### config.mk
export PLATFORM = sky130hd
export DESIGN_NAME = in_channel_fifo
export DESIGN_NICKNAME = d
export VERILOG_FILES = /design/src/rtl/fpga_pkg.sv /design/src/rtl/in_channel_ram.sv /design/src/rtl/in_channel_fifo.sv
export SDC_FILE = /design/constraint.sdc
export NUM_CORES = 1
export LEC_CHECK = 0
export ABC_AREA = 1
export BUFFER_PORTS_ARGS = -buffer_cell sky130_fd_sc_hd__buf_4
export CAP_MARGIN = 20
export CORE_UTILIZATION = 49
export CTS_CLUSTER_SIZE = 25
export DETAILED_ROUTE_END_ITERATION = 12
export PLACE_DENSITY = 0.74
export SYNTH_ARGS = -nofsm -noshare
export SYNTH_HDL_FRONTEND = slang
export SYNTH_SLANG_ARGS = --single-unit
### constraint.sdc
create_clock -name clock -period 1.9 [get_ports clock]
set_input_delay 0.19 -clock clock [delete_from_list [all_inputs] [get_ports clock]]
set_output_delay 0.19 -clock clock [all_outputs]
set_load 0.05 [all_outputs]
### src/rtl/fpga_pkg.sv
// fpga_pkg: parameters and status types shared by the execution core and the input channel.
package fpga_pkg;
    localparam int MemoryElementWidth = 12;
    localparam int NIn = 3;
    localparam int CountWidth = $clog2(NIn + 1);
    localparam int PtrWidth = (NIn > 1) ? $clog2(NIn) : 1;
    typedef struct packed {
        logic underflow;
        logic overflow;
    } in_channel_status_t;
    function automatic logic [PtrWidth-1:0] ptr_next(input logic [PtrWidth-1:0] p);
        return (p == PtrWidth'(NIn - 1)) ? '0 : p + 1'b1;
    endfunction
endpackage

### src/rtl/in_channel_ram.sv
// in_channel_ram: NIn-deep channel storage with one synchronous write port and one asynchronous read port.
module in_channel_ram
    import fpga_pkg::*;
(
    input  logic                          clock,
    input  logic                          i_we,
    input  logic [PtrWidth-1:0]           i_waddr,
    input  logic [MemoryElementWidth-1:0] i_wdata,
    input  logic [PtrWidth-1:0]           i_raddr,
    output logic [MemoryElementWidth-1:0] o_rdata
);
    logic [MemoryElementWidth-1:0] r_mem [NIn];
    always_ff @(posedge clock) begin
        if (i_we) r_mem[i_waddr] <= i_wdata;
    end
    assign o_rdata = r_mem[i_raddr];
endmodule

### src/rtl/in_channel_fifo.sv
// in_channel_fifo: circular input buffer between an external valid/ready producer and the core's inSize/in instructions.
module in_channel_fifo
    import fpga_pkg::*;
(
    input  logic                          clock,
    input  logic                          reset,
    input  logic                          pushValid,
    input  logic [MemoryElementWidth-1:0] pushData,
    output logic                          pushReady,
    input  logic                          popEn,
    output logic [MemoryElementWidth-1:0] popData,
    output logic [CountWidth-1:0]         size,
    output logic                          popValid,
    output logic [MemoryElementWidth-1:0] popDataQ,
    output logic                          underflow,
    output logic                          overflow,
    output logic [15:0]                   totalIn
);
    logic [PtrWidth-1:0]           r_head;
    logic [PtrWidth-1:0]           r_tail;
    logic [CountWidth-1:0]         r_size;
    logic                          r_pop_valid;
    logic [MemoryElementWidth-1:0] r_pop_data_q;
    logic [15:0]                   r_total_in;
    in_channel_status_t            r_status;
    logic                          w_push;
    logic                          w_pop;
    logic                          w_empty;
    logic [MemoryElementWidth-1:0] w_head_data;
    in_channel_ram u_ram (
        .clock   (clock),
        .i_we    (w_push),
        .i_waddr (r_tail),
        .i_wdata (pushData),
        .i_raddr (r_head),
        .o_rdata (w_head_data)
    );
    // Ready depends only on occupancy so the core never loops combinationally into the producer.
    assign pushReady = (r_size != CountWidth'(NIn));
    assign w_empty   = (r_size == '0);
    assign w_push    = pushValid && pushReady;
    assign w_pop     = popEn && !w_empty;
    always_ff @(posedge clock) begin
        if (reset) begin
            r_head       <= '0;
            r_tail       <= '0;
            r_size       <= '0;
            r_pop_valid  <= 1'b0;
            r_pop_data_q <= '0;
            r_total_in   <= '0;
            r_status     <= '0;
        end else begin
            if (w_push) r_tail <= ptr_next(r_tail);
            if (w_pop) begin
                r_head       <= ptr_next(r_head);
                r_pop_data_q <= w_head_data;
            end
            r_pop_valid        <= w_pop;
            r_size             <= r_size + CountWidth'(w_push) - CountWidth'(w_pop);
            r_total_in         <= r_total_in + 16'(w_push);
            r_status.underflow <= r_status.underflow | (popEn && w_empty);
            r_status.overflow  <= r_status.overflow | (pushValid && !pushReady);
        end
    end
    assign popData   = w_head_data;
    assign size      = r_size;
    assign popValid  = r_pop_valid;
    assign popDataQ  = r_pop_data_q;
    assign underflow = r_status.underflow;
    assign overflow  = r_status.overflow;
    assign totalIn   = r_total_in;
endmodule

=== Word level (Yosys, flattened, before mapping) ===
Memory sizes are Yosys's and may differ from the RTL's. A register that Yosys moved wholly into a read port is not among the register bits.
Cells that the tools add are included.

* Add/sub/neg operators: 5
* Eq/ne operators: 3
* Mux-type cells: 6
* Bitwise logic cells: 2
* Reductions and logical operators: 7

{| class="wikitable"
|+ Operator list
! cell !! number
|-
| adder 16 x 1 -> 16 bit || 1
|-
| two-way mux 2 bit || 4
|-
| adder 2 x 1 -> 2 bit (second input constant) || 2
|-
| == test 2 bit (second input constant) || 2
|-
| logical AND 1 bit || 4
|-
| adder 2 x 1 -> 2 bit || 1
|-
| logical NOT 1 bit || 2
|-
| logical NOT 2 bit || 1
|-
| two-way mux 1 bit || 2
|-
| inequality test 2 bit (second input constant) || 1
|-
| bitwise OR 1 bit || 2
|-
| subtractor 2 x 1 -> 2 bit || 1
|}

* Bits in registers: 37
* Bits in writable memories: 36
* Bits of input ports: 16
* Output and inout port bits: 46
* Logic and storage cells: 32
* Memories: 1

{| class="wikitable"
|+ Memories
! name !! depth !! bits a word !! read ports !! clocked after memory_dff !! write ports !! RTL line !! RTL
|-
| u_ram.r_mem || 3 || 12 || 1 || 1 || 1 || in_channel_ram.sv:12 || <nowiki>logic [MemoryElementWidth-1:0] r_mem [NIn];</nowiki>
|}

=== Logic depth before layout (Yosys ltp) ===
Gate-level depths: netlist of the first run.

* Word-level depth: 5
* Depth in mapped cells: 11
* Gate-level depth less buffers: 11

=== Modules after synthesis ===
From an unflattened synthesis of the first run, not the netlist that was laid out.

* Cell total of the unflattened synthesis: 342
* Area, all modules: 3,069.2 um2

{| class="wikitable"
|+ By module, submodules not included
! module !! instances !! cells an instance !! area an instance (um2) !! seq. area each (um2)
|-
| in_channel_fifo || 1 || 211 || 1,595.3 || 740.7
|-
| in_channel_ram || 1 || 131 || 1,473.9 || 1,081.0
|}

=== Least setup slack after synthesis of the first run ===
OpenSTA, ideal clock, no wires.

* Path kind: register -> register
* Start: reg r_size[1] (netlist: size[1])
* End: reg r_total_in[10] (netlist: totalIn[10])
* Library setup time: 0.128 ns
* Arrival time: 2.176 ns
* Data required time: 1.772 ns
* Slack: -0.403 ns
* Stages on the path, launching flop included: 11
* Buffers on the path: 0
* Clock period less this slack: 2.303 ns
* Cells stage by stage: dfxtp_1 nand2_2 nand2_4 inv_4 ha_1 ha_1 nand3_1 nor2_2 nand2_1 xor2_1 nor2_1

* Cells in the longest elaborated chain, start to end: 3

{| class="wikitable"
|+ RTL lines
! item !! RTL line !! RTL
|-
| start, declared || in_channel_fifo.sv:21 || <nowiki>logic [CountWidth-1:0] r_size;</nowiki>
|-
| start signal, assigned || in_channel_fifo.sv:59 || <nowiki>r_size <= r_size + CountWidth'(w_push) - CountWidth'(w_pop);</nowiki>
|-
| inequality test 2 bit || in_channel_fifo.sv:39 || <nowiki>assign pushReady = (r_size != CountWidth'(NIn));</nowiki>
|-
| via pushReady || in_channel_fifo.sv:9 || <nowiki>output logic pushReady,</nowiki>
|-
| logical AND 1 bit || in_channel_fifo.sv:41 || <nowiki>assign w_push = pushValid && pushReady;</nowiki>
|-
| via u_ram.i_we || in_channel_ram.sv:6 || <nowiki>input logic i_we,</nowiki>
|-
| adder 16 x 1 -> 16 bit || in_channel_fifo.sv:60 || <nowiki>r_total_in <= r_total_in + 16'(w_push);</nowiki>
|-
| end signal, assigned || in_channel_fifo.sv:60 ||
|-
| end, declared || in_channel_fifo.sv:24 || <nowiki>logic [15:0] r_total_in;</nowiki>
|}

The timed path passes the listed nets, and every way through them passes these cells.
A chain may end at the register's enable or synchronous reset.

==> summary.md, run 1 <==
| Metric | Value |
|---|---|
| Crit path kind | `reg2out` |
| RSZ-0062 raised after global routing | `no` |
| Leak | `1.72 nW` |
| Clock Sinks | `75` |
| Cell Area, Placed | `3580 um^2` |
| Die Span X | `80.7 um` |
| CTS Buf Count | `9` |
| Post-synthesis instance area | `3040 um^2` |
| Largest net degree at the start of global routing | `27` |
| Drt pass-1 iters | `4` |
| CP Launch Type | `register` |
| Crit-path leading delay family | `buffers and inverters` |
| Syn Inst Count | `328` |
| TritonCTS clock tree | `done` |
| Antenna violations before repair | `0` |
| P&R area growth vs syn | `24.8%` |
| Setup TNS Final | `0 ps` |
| Global-route wire length before repair | `9580 um` |
| EDFF count, synth | `36` |
| Buffers added on ports | `61` |
| Worst hold path type | `in2reg` |
| Setup Skew | `13.9 ps` |
| Period utilisation layout | `0.924` |
| Post-synth ARST share | `0` |
| Max FO, Critical Path | `12` |
| Crit path DAT | `1570 ps` |
| Post-DR wirelength/cell | `12.6 um` |
| CP cell instances | `buf_4, nand2_1, nand2_1, nand2_1, o21a_1, inv_1, buf_4` |
| Setup-failing EPs final | `0` |
| Top FF cell, synth | `dfxtp_1` |
| Vias | `2283` |
| Worst Tran Pin Value | `522 ps` |
| Commonest non-fill, non-tap cells in the layout | `75 x nand2_1, 65 x buf_4, 52 x inv_1` |
| Slew Limit Headroom | `0.651` |
| Die area | `6520 um^2` |
| DIE HEIGHT | `80.7 um` |
| Final number of hold-violating endpoints | `0` |
| Total power | `5.37 mW` |
| Post-synthesis register bit count | `75` |
| Final nets | `414` |
| Total track usage | `0.201` |
| Core Region | `5960 um^2` |
| HPWL Detailed | `4150 um` |
| Std-Cell Rows | `28` |
| Pre-CTS WS | `148 ps` |
| Cell area after layout | `3790 um^2` |
| Number of global-route vias before repair | `2081` |
| Post-Syn Nets | `347` |
| Slew Viols, Final | `0` |
| CP endpoint kind | `primary output` |
| Buf/Inv on CP | `3` |
| Layout cells sized above 1 | `0.238` |
| Clock-pin slew on the worst setup and hold paths | `90 ps` |
| Setup slack after layout | `144 ps` |
| Starting DRT DRC Count | `113` |
| Syn_area_per_cell | `9.26 um^2` |
| CP max-delay cell | `dfxtp_2` |
| Max stage delay on crit path | `400 ps` |
| Overflow after GRT | `0` |
| Clk_lat worst skew | `360 ps` |
| Library cells used by synthesis | `27` |
| Pwr per Cell Area | `1420 nW/um^2` |
| Gpl congestion | `0.802` |
| Commonest non-fill, non-tap cell in the layout | `nand2_1` |
| Yosys warns | `0` |
| Vias per cell | `4.81` |
| Tmin final | `1760 ps` |
| Crit path top cell by count | `nand2_1` |
| FMAX | `0.570 GHz` |
| H-tree depth | `3` |
| Critical Path RT | `1710 ps` |
| # IOs | `62` |
| Seq/Total Area, Yosys | `0.613` |
| Status | `finished clean` |
| Root Driver | `clkbuf_8` |
| Utilization after layout | `0.637` |
| Highest ir drop seen on vdd | `727 uV` |
| Total Wirelength | `6000 um` |
| Post-route antenna net violation count | `0` |
| Max_cap viols | `0` |
| Initial Util | `0.510` |
| Antenna diodes | `0` |
| DRC violations left | `0` |
| CTS Buffer Depth | `2` |
per-stage QoR:
step	hold slack [ps]	std cells
finish	17.8	475
global route	2.44	475
CTS	6.64	474
detailed placement	385	458
global placement	383	458
floorplan	289	328
where the power goes:
part	total, mW	internal (mW)	leakage, nW	switching [mW]
registers	2.06	1.92	0.652	0.145
logic	2.14	0.631	0.974	1.51
clock network	1.17	0.510	0.0986	0.657
total	5.37	3.06	1.72	2.31
registers in the layout, indices dropped and copies added (netlist names), named ones only:
| register | flops |
|---|---|
| totalIn | 16 |
| popDataQ | 12 |
| underflow | 1 |
| overflow | 1 |
| popValid | 1 |
| size | 2 |
| u_ram.r_mem | 36 |
| r_tail | 2 |
| r_head | 2 |
path summary, 6_finish.rpt:
| check | from | to | slack [ps] | cells after the start |
|---|---|---|---|---|
| hold reg to reg | r_tail[1] | r_tail[1] | 470 | 2 |
| setup / recovery | register | popData[0] | 140 | 7 |
| hold / removal | pushData[2] | u_ram.r_mem[1][2] | 20 | 1 |
| setup reg to reg | size[0] | totalIn[8] | 180 | 10 |
Yosys cell counts, types with 5 or more instances:
cell type | count | area [um^2]
dfxtp_1 | 39 | 781
nand3_1 | 11 | 55.1
a21oi_1 | 26 | 130
nor2_1 | 25 | 93.8
o21a_1 | 12 | 90.1
inv_1 | 53 | 199
edfxtp_1 | 36 | 1080
nand2_1 | 75 | 282
o21ai_0 | 13 | 65.1
o21ai_1 | 7 | 35.0
buf_2 | 5 | 25.0
what timing repair did:
action,4_1_cts,5_1_grt
endpoints found under the hold margin,0,0
buffers inserted,0,0
gates resized for setup,0,4
hold buffers,0,0
endpoints found under the setup margin,0,13
cell type report:
class	instances	area [um^2]
flip-flops and latches	75	1870
multi-input cells	188	931
inverters	55	213
repair inverters	1	7.51
clock inverters	7	66.3
clock buffers	9	124
fillers	533	2160
repair buffers	65	488
well taps	75	93.8
logic make-up (layout without fill, tap and decap cells):
group	after synthesis	count (layout)	share of synthesized area
flops	75	75	0.613
buf+inv	65	137	0.0857
fa+ha+maj	3	3	0.0124
simple gates	120	120	0.161
xor+xnor	5	5	0.0144
compound gates	60	60	0.114
per-layer routing:
layer	wire (um)	global-route usage	vias up
met5	0	0	-
met4	118	0.109	0
met3	271	0.0438	10
met2	2880	0.319	49
met1	2730	0.257	1036
li1	-	-	1188
No activity file was read; power rests on OpenSTA's default activity.
==> run 2: changes to the inputs <==
Settings changed: REMOVE_ABC_BUFFERS set to 1.
==> run 2 against run 1 <==
Against the previous run: utilization shrank 0.32 points; clock power shrank 14%; critical path depth rose by 1; non-clock buffer count grew 4; fmax increased by 0.93%; final cell count grew 0.63%; first-iteration DRC count shrank 32%; count of clock-buffer cells in the layout increased by 3; via count decreased by 1.9%; worst hold slack better by 22 ps; die area unchanged; critical path type unchanged.
==> summary.md, run 2 (synthesis gave the netlist of run 1 again) <==
| Metric | Value |
|---|---|
| R2r startpoint | `size[0]` |
| Clock-pin slew on the worst setup and hold paths | `70 ps (-20 ps)` |
| Die area | `6520 um^2 (unchanged)` |
| Clk_lat worst skew | `340 ps (-20 ps)` |
| Post-DR wirelength/cell | `11.9 um (-6.0%)` |
| DRC violations left | `0 (unchanged)` |
| Cell area after layout | `3770 um^2 (-0.50%)` |
| FF-to-FF End | `totalIn[12]` |
| Gpl congestion | `0.767 (-4.3%)` |
| Worst hold endpoint | `u_ram.r_mem[1][0]` |
| CP endpoint kind | `primary output` |
| Antenna diodes | `0 (unchanged)` |
| Root Driver | `clkbuf_8` |
| Status | `finished clean` |
| # IOs | `62 (unchanged)` |
| Die Span X | `80.7 um (unchanged)` |
| Number of global-route vias before repair | `1950 (-6.3%)` |
| DIE HEIGHT | `80.7 um (unchanged)` |
| R2R Setup Slk | `200 ps (+20 ps)` |
| Crit path DAT | `1550 ps (-20 ps)` |
| Commonest non-fill, non-tap cell in the layout | `nand2_1` |
| Hold Path Depth | `1 (unchanged)` |
| Worst Tran Pin Value | `514 ps (-8.34 ps)` |
| Fill cells | `524 (-1.7%)` |
| Period utilisation layout | `0.915 (-0.00847)` |
| Starting DRT DRC Count | `77 (-32%)` |
| Layout cells sized above 1 | `0.223 (-0.0142)` |
| TritonCTS clock tree | `done` |
| Drt pass-1 iters | `5 (+1)` |
| CTS Buffer Depth | `2 (unchanged)` |
| CP Launch Type | `register` |
| Tmin final | `1740 ps (-16.1 ps)` |
| CP max-delay cell | `dfxtp_1` |
| Buffers added on ports | `61 (unchanged)` |
| FMAX | `0.575 GHz (+0.93%)` |
| Critical Path RT | `1710 ps (about the same)` |
| Clock Sinks | `75 (unchanged)` |
| Slew Limit Headroom | `0.657 (+0.00557)` |
| Final number of hold-violating endpoints | `0 (unchanged)` |
| Pwr per Cell Area | `1370 nW/um^2 (-3.0%)` |
| Max reg flops | `36 (unchanged)` |
| Total track usage | `0.189 (-0.0124)` |
| Setup Skew | `5.09 ps (-8.79 ps)` |
| Antenna violations before repair | `0 (unchanged)` |
| Std-Cell Rows | `28 (unchanged)` |
| Commonest non-fill, non-tap cells in the layout | `75 x nand2_1, 68 x buf_4, 52 x inv_1` |
| Max FO, Critical Path | `8 (-4)` |
| CP cell instances | `clkinvlp_4, buf_12, nand2_1, nand2_1, nand2_1, o21a_1, inv_1, buf_4` |
| Post-route antenna net violation count | `0 (unchanged)` |
| Total Wirelength | `5680 um (-5.4%)` |
| HPWL Detailed | `3790 um (-8.7%)` |
| Cell Area, Placed | `3590 um^2 (+0.14%)` |
| Leak | `1.72 nW (-0.36%)` |
| Vias | `2239 (-1.9%)` |
| H-tree depth | `3 (unchanged)` |
| Max_cap viols | `0 (unchanged)` |
| Worst hold path type | `in2reg` |
| Biggest register | `u_ram.r_mem` |
| Core Region | `5960 um^2 (unchanged)` |
| Vias per cell | `4.68 (-2.5%)` |
| CTS Buf Count | `9 (unchanged)` |
| Hold path start | `pushData[0]` |
| P&R area growth vs syn | `24.2%` |
| Crit path top cell by count | `nand2_1` |
| Initial Util | `0.510 (unchanged)` |
| Final nets | `417 (+0.72%)` |
| Crit path kind | `reg2out` |
| Total power | `5.19 mW (-3.5%)` |
| Largest net degree at the start of global routing | `27 (unchanged)` |
| Reg2reg path depth | `10 (unchanged)` |
| Overflow after GRT | `0 (unchanged)` |
| Global-route wire length before repair | `9000 um (-6.1%)` |
| Highest ir drop seen on vdd | `703 uV (-3.3%)` |
| Setup-failing EPs final | `0 (unchanged)` |
| Slew Viols, Final | `0 (unchanged)` |
| Max stage delay on crit path | `380 ps (-20 ps)` |
| RSZ-0062 raised after global routing | `no` |
==> run 2: power breakdown <==
| group | internal, mW | total, mW | switching [mW] |
|---|---|---|---|
| logic | 0.673 | 2.18 | 1.51 |
| clock network | 0.463 | 1.01 | 0.544 |
| registers | 1.91 | 2.00 | 0.0940 |
| total | 3.04 | 5.19 | 2.14 |
==> run 2: how the worst max path moves through the flow <==
stage / start / endpoint
3_3_place_gp: size[0] / totalIn[12]
4_1_cts: register / popData[2]
6_report: register / popData[7]
5_1_grt: size[0] / totalIn[12]
3_5_place_dp: size[0] / totalIn[12]
2_1_floorplan: size[1] / totalIn[10]
==> run 2: worst max-delay path, delay by kind of cell (launching register included) <==
kind | cells | cell delay [ps]
buffers and inverters | 4 | 530
AOI/OAI and AO/OA | 1 | 150
and+or+nand+nor | 3 | 140
DFF | 1 | 380
==> run 2: area by class of cell <==
| type | count | area (um^2) | share of cell area |
|---|---|---|---|
| flip-flops and latches | 75 | 1860 | 0.494 |
| multi-input cells | 188 | 921 | 0.244 |
| repair buffers | 69 | 531 | 0.141 |
| inverters | 55 | 213 | 0.0564 |
| clock buffers | 12 | 135 | 0.0358 |
| well taps | 75 | 93.8 | 0.0249 |
| clock inverters | 4 | 17.5 | 0.00464 |
==> run 2: per-stage QoR <==
| stage | utilization | hold slack (ps) | cells | setup WS (ps) | setup TNS, ps |
|---|---|---|---|---|---|
| finish | 0.633 | 40.1 | 478 | 161 | 0 |
| global route | 0.633 | 18.1 | 478 | 15.1 | 0 |
| CTS | 0.628 | 20.6 | 476 | 113 | 0 |
| detailed placement | 0.603 | 387 | 460 | 214 | 0 |
| global placement | 0.603 | 383 | 460 | 269 | 0 |
| floorplan | - | 259 | 318 | -391 | -8290 |
==> run 2: metal layers <==
| metal | wire length [um] | GRT usage | up-vias |
|---|---|---|---|
| li1 | - | - | 1192 |
| met1 | 2560 | 0.237 | 986 |
| met2 | 2740 | 0.301 | 56 |
| met3 | 318 | 0.0629 | 5 |
| met4 | 55 | 0.0750 | 0 |
| met5 | 0 | 0 | - |
==> run 2: timing repair <==
item                                    4_1_cts  5_1_grt
endpoints found under the setup margin        0        1
hold buffers                                  0        0
resized for setup                             0        1
setup buffers                                 0        2
==> run 3: changes to the inputs <==
Settings changed: BUFFER_PORTS_ARGS -buffer_cell sky130_fd_sc_hd__buf_4 to -buffer_cell sky130_fd_sc_hd__buf_2.
Clock period 1.9 ns to 1.6 ns, I/O delays scaled along.
==> run 3 against run 2 <==
Against the previous run: routed wire length grew 7.2%; register-to-register slack lost 130 ps; critical path type unchanged; the run now ends with setup timing left; non-clock buffer count grew 7; global-route usage grew 0.55 points.
==> summary.md, run 3 (synthesis gave the netlist of run 1 again) <==
| Metric | Value |
|---|---|
| DRC violations left | `0 (unchanged)` |
| RSZ-0062 raised after global routing | `yes` |
| Hold Path Depth | `1 (unchanged)` |
| CTS Buffer Depth | `2 (unchanged)` |
| Slew Viols, Final | `0 (unchanged)` |
| Met3 Use GR | `0.0506 (-0.0124)` |
| Worst hold endpoint | `u_ram.r_mem[1][0]` |
| Leak | `1.76 nW (+2.3%)` |
| GRT Max-Usage Layer | `met2` |
| Post-route antenna net violation count | `0 (unchanged)` |
| Setup Skew | `8.14 ps (+3.05 ps)` |
| Layout cells sized above 1 | `0.275 (+0.0516)` |
| CP endpoint kind | `primary output` |
| Hold-fix buffers, CTS | `0 (unchanged)` |
| FMAX | `0.624 GHz` |
| P&R area growth vs syn | `26.5%` |
| Buffers added on ports | `61 (unchanged)` |
| Grt met1 use | `0.236 (-0.000347)` |
| Post-DR wirelength/cell | `12.5 um (+5.4%)` |
| Slew Limit Headroom | `0.603 (-0.0537)` |
| Antenna diodes | `0 (unchanged)` |
| Max_cap viols | `0 (unchanged)` |
| Worst Tran Pin Value | `594 ps (+80.5 ps)` |
| Worst hold path type | `in2reg` |
| Pwr per Cell Area | `1710 nW/um^2 (+24%)` |
| Pre-CTS WS | `-33.0 ps (-247 ps)` |
| Commonest non-fill, non-tap cell in the layout | `nand2_1` |
| Placed Cells | `465 (+1.1%)` |
| Clk_lat worst skew | `340 ps (about the same)` |
| Final number of hold-violating endpoints | `0 (unchanged)` |
| Highest ir drop seen on vdd | `1240 uV (+76%)` |
| CTS Buf Count | `9 (unchanged)` |
| Status | `finished, violations left` |
| Vias per cell | `4.81 (+2.7%)` |
| DIE HEIGHT | `80.7 um (unchanged)` |
| Starting DRT DRC Count | `137 (+78%)` |
| Vias | `2339 (+4.5%)` |
| Max FO, Critical Path | `6 (-2)` |
| Die area | `6520 um^2 (unchanged)` |
| Hold path start | `pushData[0]` |
| Tmin final | `1600 ps` |
| Root Driver | `clkbuf_8` |
| CP Launch Type | `register` |
| Die Span X | `80.7 um (unchanged)` |
| Clock-pin slew on the worst setup and hold paths | `70 ps (about the same)` |
| Drt pass-1 iters | `4 (-1)` |
| Critical Path RT | `1440 ps (-270 ps)` |
| Clock Sinks | `75 (unchanged)` |
| Max reg flops | `36 (unchanged)` |
| Fill cells | `483 (-7.8%)` |
| Final nets | `425 (+1.9%)` |
| Overflow after GRT | `0 (unchanged)` |
| H-tree depth | `3 (unchanged)` |
| Reg2reg path depth | `10 (unchanged)` |
| TritonCTS clock tree | `done` |
| Utilization after layout | `0.645 (+0.0118)` |
| Violated checks | `setup timing` |
| R2r startpoint | `size[0]` |
| Antenna violations before repair | `0 (unchanged)` |
| Period utilisation layout | `1.00` |
| Gpl congestion | `0.795 (+3.7%)` |
| Setup-failing EPs final | `1 (+1)` |
| R2R Setup Slk | `70 ps (-130 ps)` |
| Global-route wire length before repair | `9290 um (+3.2%)` |
| Initial Util | `0.510 (unchanged)` |
| Crit path DAT | `1440 ps (-110 ps)` |
| Total track usage | `0.194 (+0.00550)` |
| Layout Cells excl Fill | `486 (+1.7%)` |
| Number of global-route vias before repair | `2073 (+6.3%)` |
| Crit path kind | `reg2out` |
| Setup slack after layout | `-2.91 ps (-163 ps)` |
| Total Wirelength | `6080 um (+7.2%)` |
| Largest net degree at the start of global routing | `27 (unchanged)` |
| FF-to-FF End | `totalIn[10]` |
| # IOs | `62 (unchanged)` |
| Commonest non-fill, non-tap cells in the layout | `73 x nand2_1, 49 x buf_2, 47 x inv_1` |
| Core Region | `5960 um^2 (unchanged)` |
| Std-Cell Rows | `28 (unchanged)` |
| Total power | `6.57 mW (+27%)` |
| HPWL Detailed | `3830 um (+1.1%)` |
| Biggest register | `u_ram.r_mem` |
| Met2 usage | `0.319 (+0.0178)` |
[run 3: cell types whose count changed in the layout (fill, tap and decap cells not counted), moves of 3 or more]
cell     before  now
o21ai_1       7   10
inv_1        52   47
buf_4        68   14
buf_2         0   49
buf_6         0   13
o21ai_0      13   10
nand3_1      11    8
inv_2         1    6
[run 3: area by class of cell]
| type | instances | area [um^2] | area share |
|---|---|---|---|
| inverter | 55 | 213 | 0.0554 |
| clock inverter | 2 | 35.0 | 0.00912 |
| timing repair buffer | 76 | 497 | 0.129 |
| timing repair inverter | 1 | 7.51 | 0.00195 |
| sequential | 75 | 1870 | 0.486 |
| clock buffer | 14 | 163 | 0.0423 |
| multi-input combinational | 188 | 968 | 0.252 |
| tap | 75 | 93.8 | 0.0244 |
[run 3: worst max path at each step]
stage                       end  depth (start not counted)  slack (ps)      from
global route         popData[1]                          7        -120  register
CTS                  popData[2]                          7          -6  register
finish               popData[7]                          7          -3  register
detailed placement   totalIn[8]                         10         -30   size[0]
floorplan           totalIn[10]                         10        -690   size[1]
global placement    totalIn[12]                         10          20   size[0]
[run 3: timing repair]
action	4_1_cts	5_1_grt
cloned	1	0
setup endpoints to repair	16	19
gates resized for setup	30	17
pin swaps	1	5
setup buffers	1	3
[run 3: stage by stage]
stage | hold WS, ps | setup TNS, ps | instance area, um^2
6_report | 23.0 | -2.91 | 3840
3_5_place_dp | 366 | -58.6 | 3470
5_1_grt | 4.22 | -1050 | 3840
2_1_floorplan | 229 | -23990 | 2990
4_1_cts | 8.86 | -5.52 | 3780
3_3_place_gp | 359 | 0 | 3470
[run 3: power by group]
group | switching [mW] | leakage, nW | total [mW] | internal [mW]
clock network | 0.659 | 0.101 | 1.47 | 0.807
logic | 1.85 | 1.01 | 2.72 | 0.864
registers | 0.120 | 0.652 | 2.39 | 2.27
total | 2.63 | 1.76 | 6.57 | 3.94
[run 3: critical path: stages (launching register included)]
cell and delay [ps]:
dfxtp_4 400, clkinvlp_4 160, nand2_1 100, nand2_1 50, nand2_1 50, o21a_1 150, inv_1 60, buf_6 150
[run 3: routing by layer]
| metal | wire (um) | vias up |
|---|---|---|
| li1 | - | 1210 |
| met1 | 2790 | 1066 |
| met2 | 2910 | 53 |
| met3 | 275 | 10 |
| met4 | 112 | 0 |
| met5 | 0 | - |
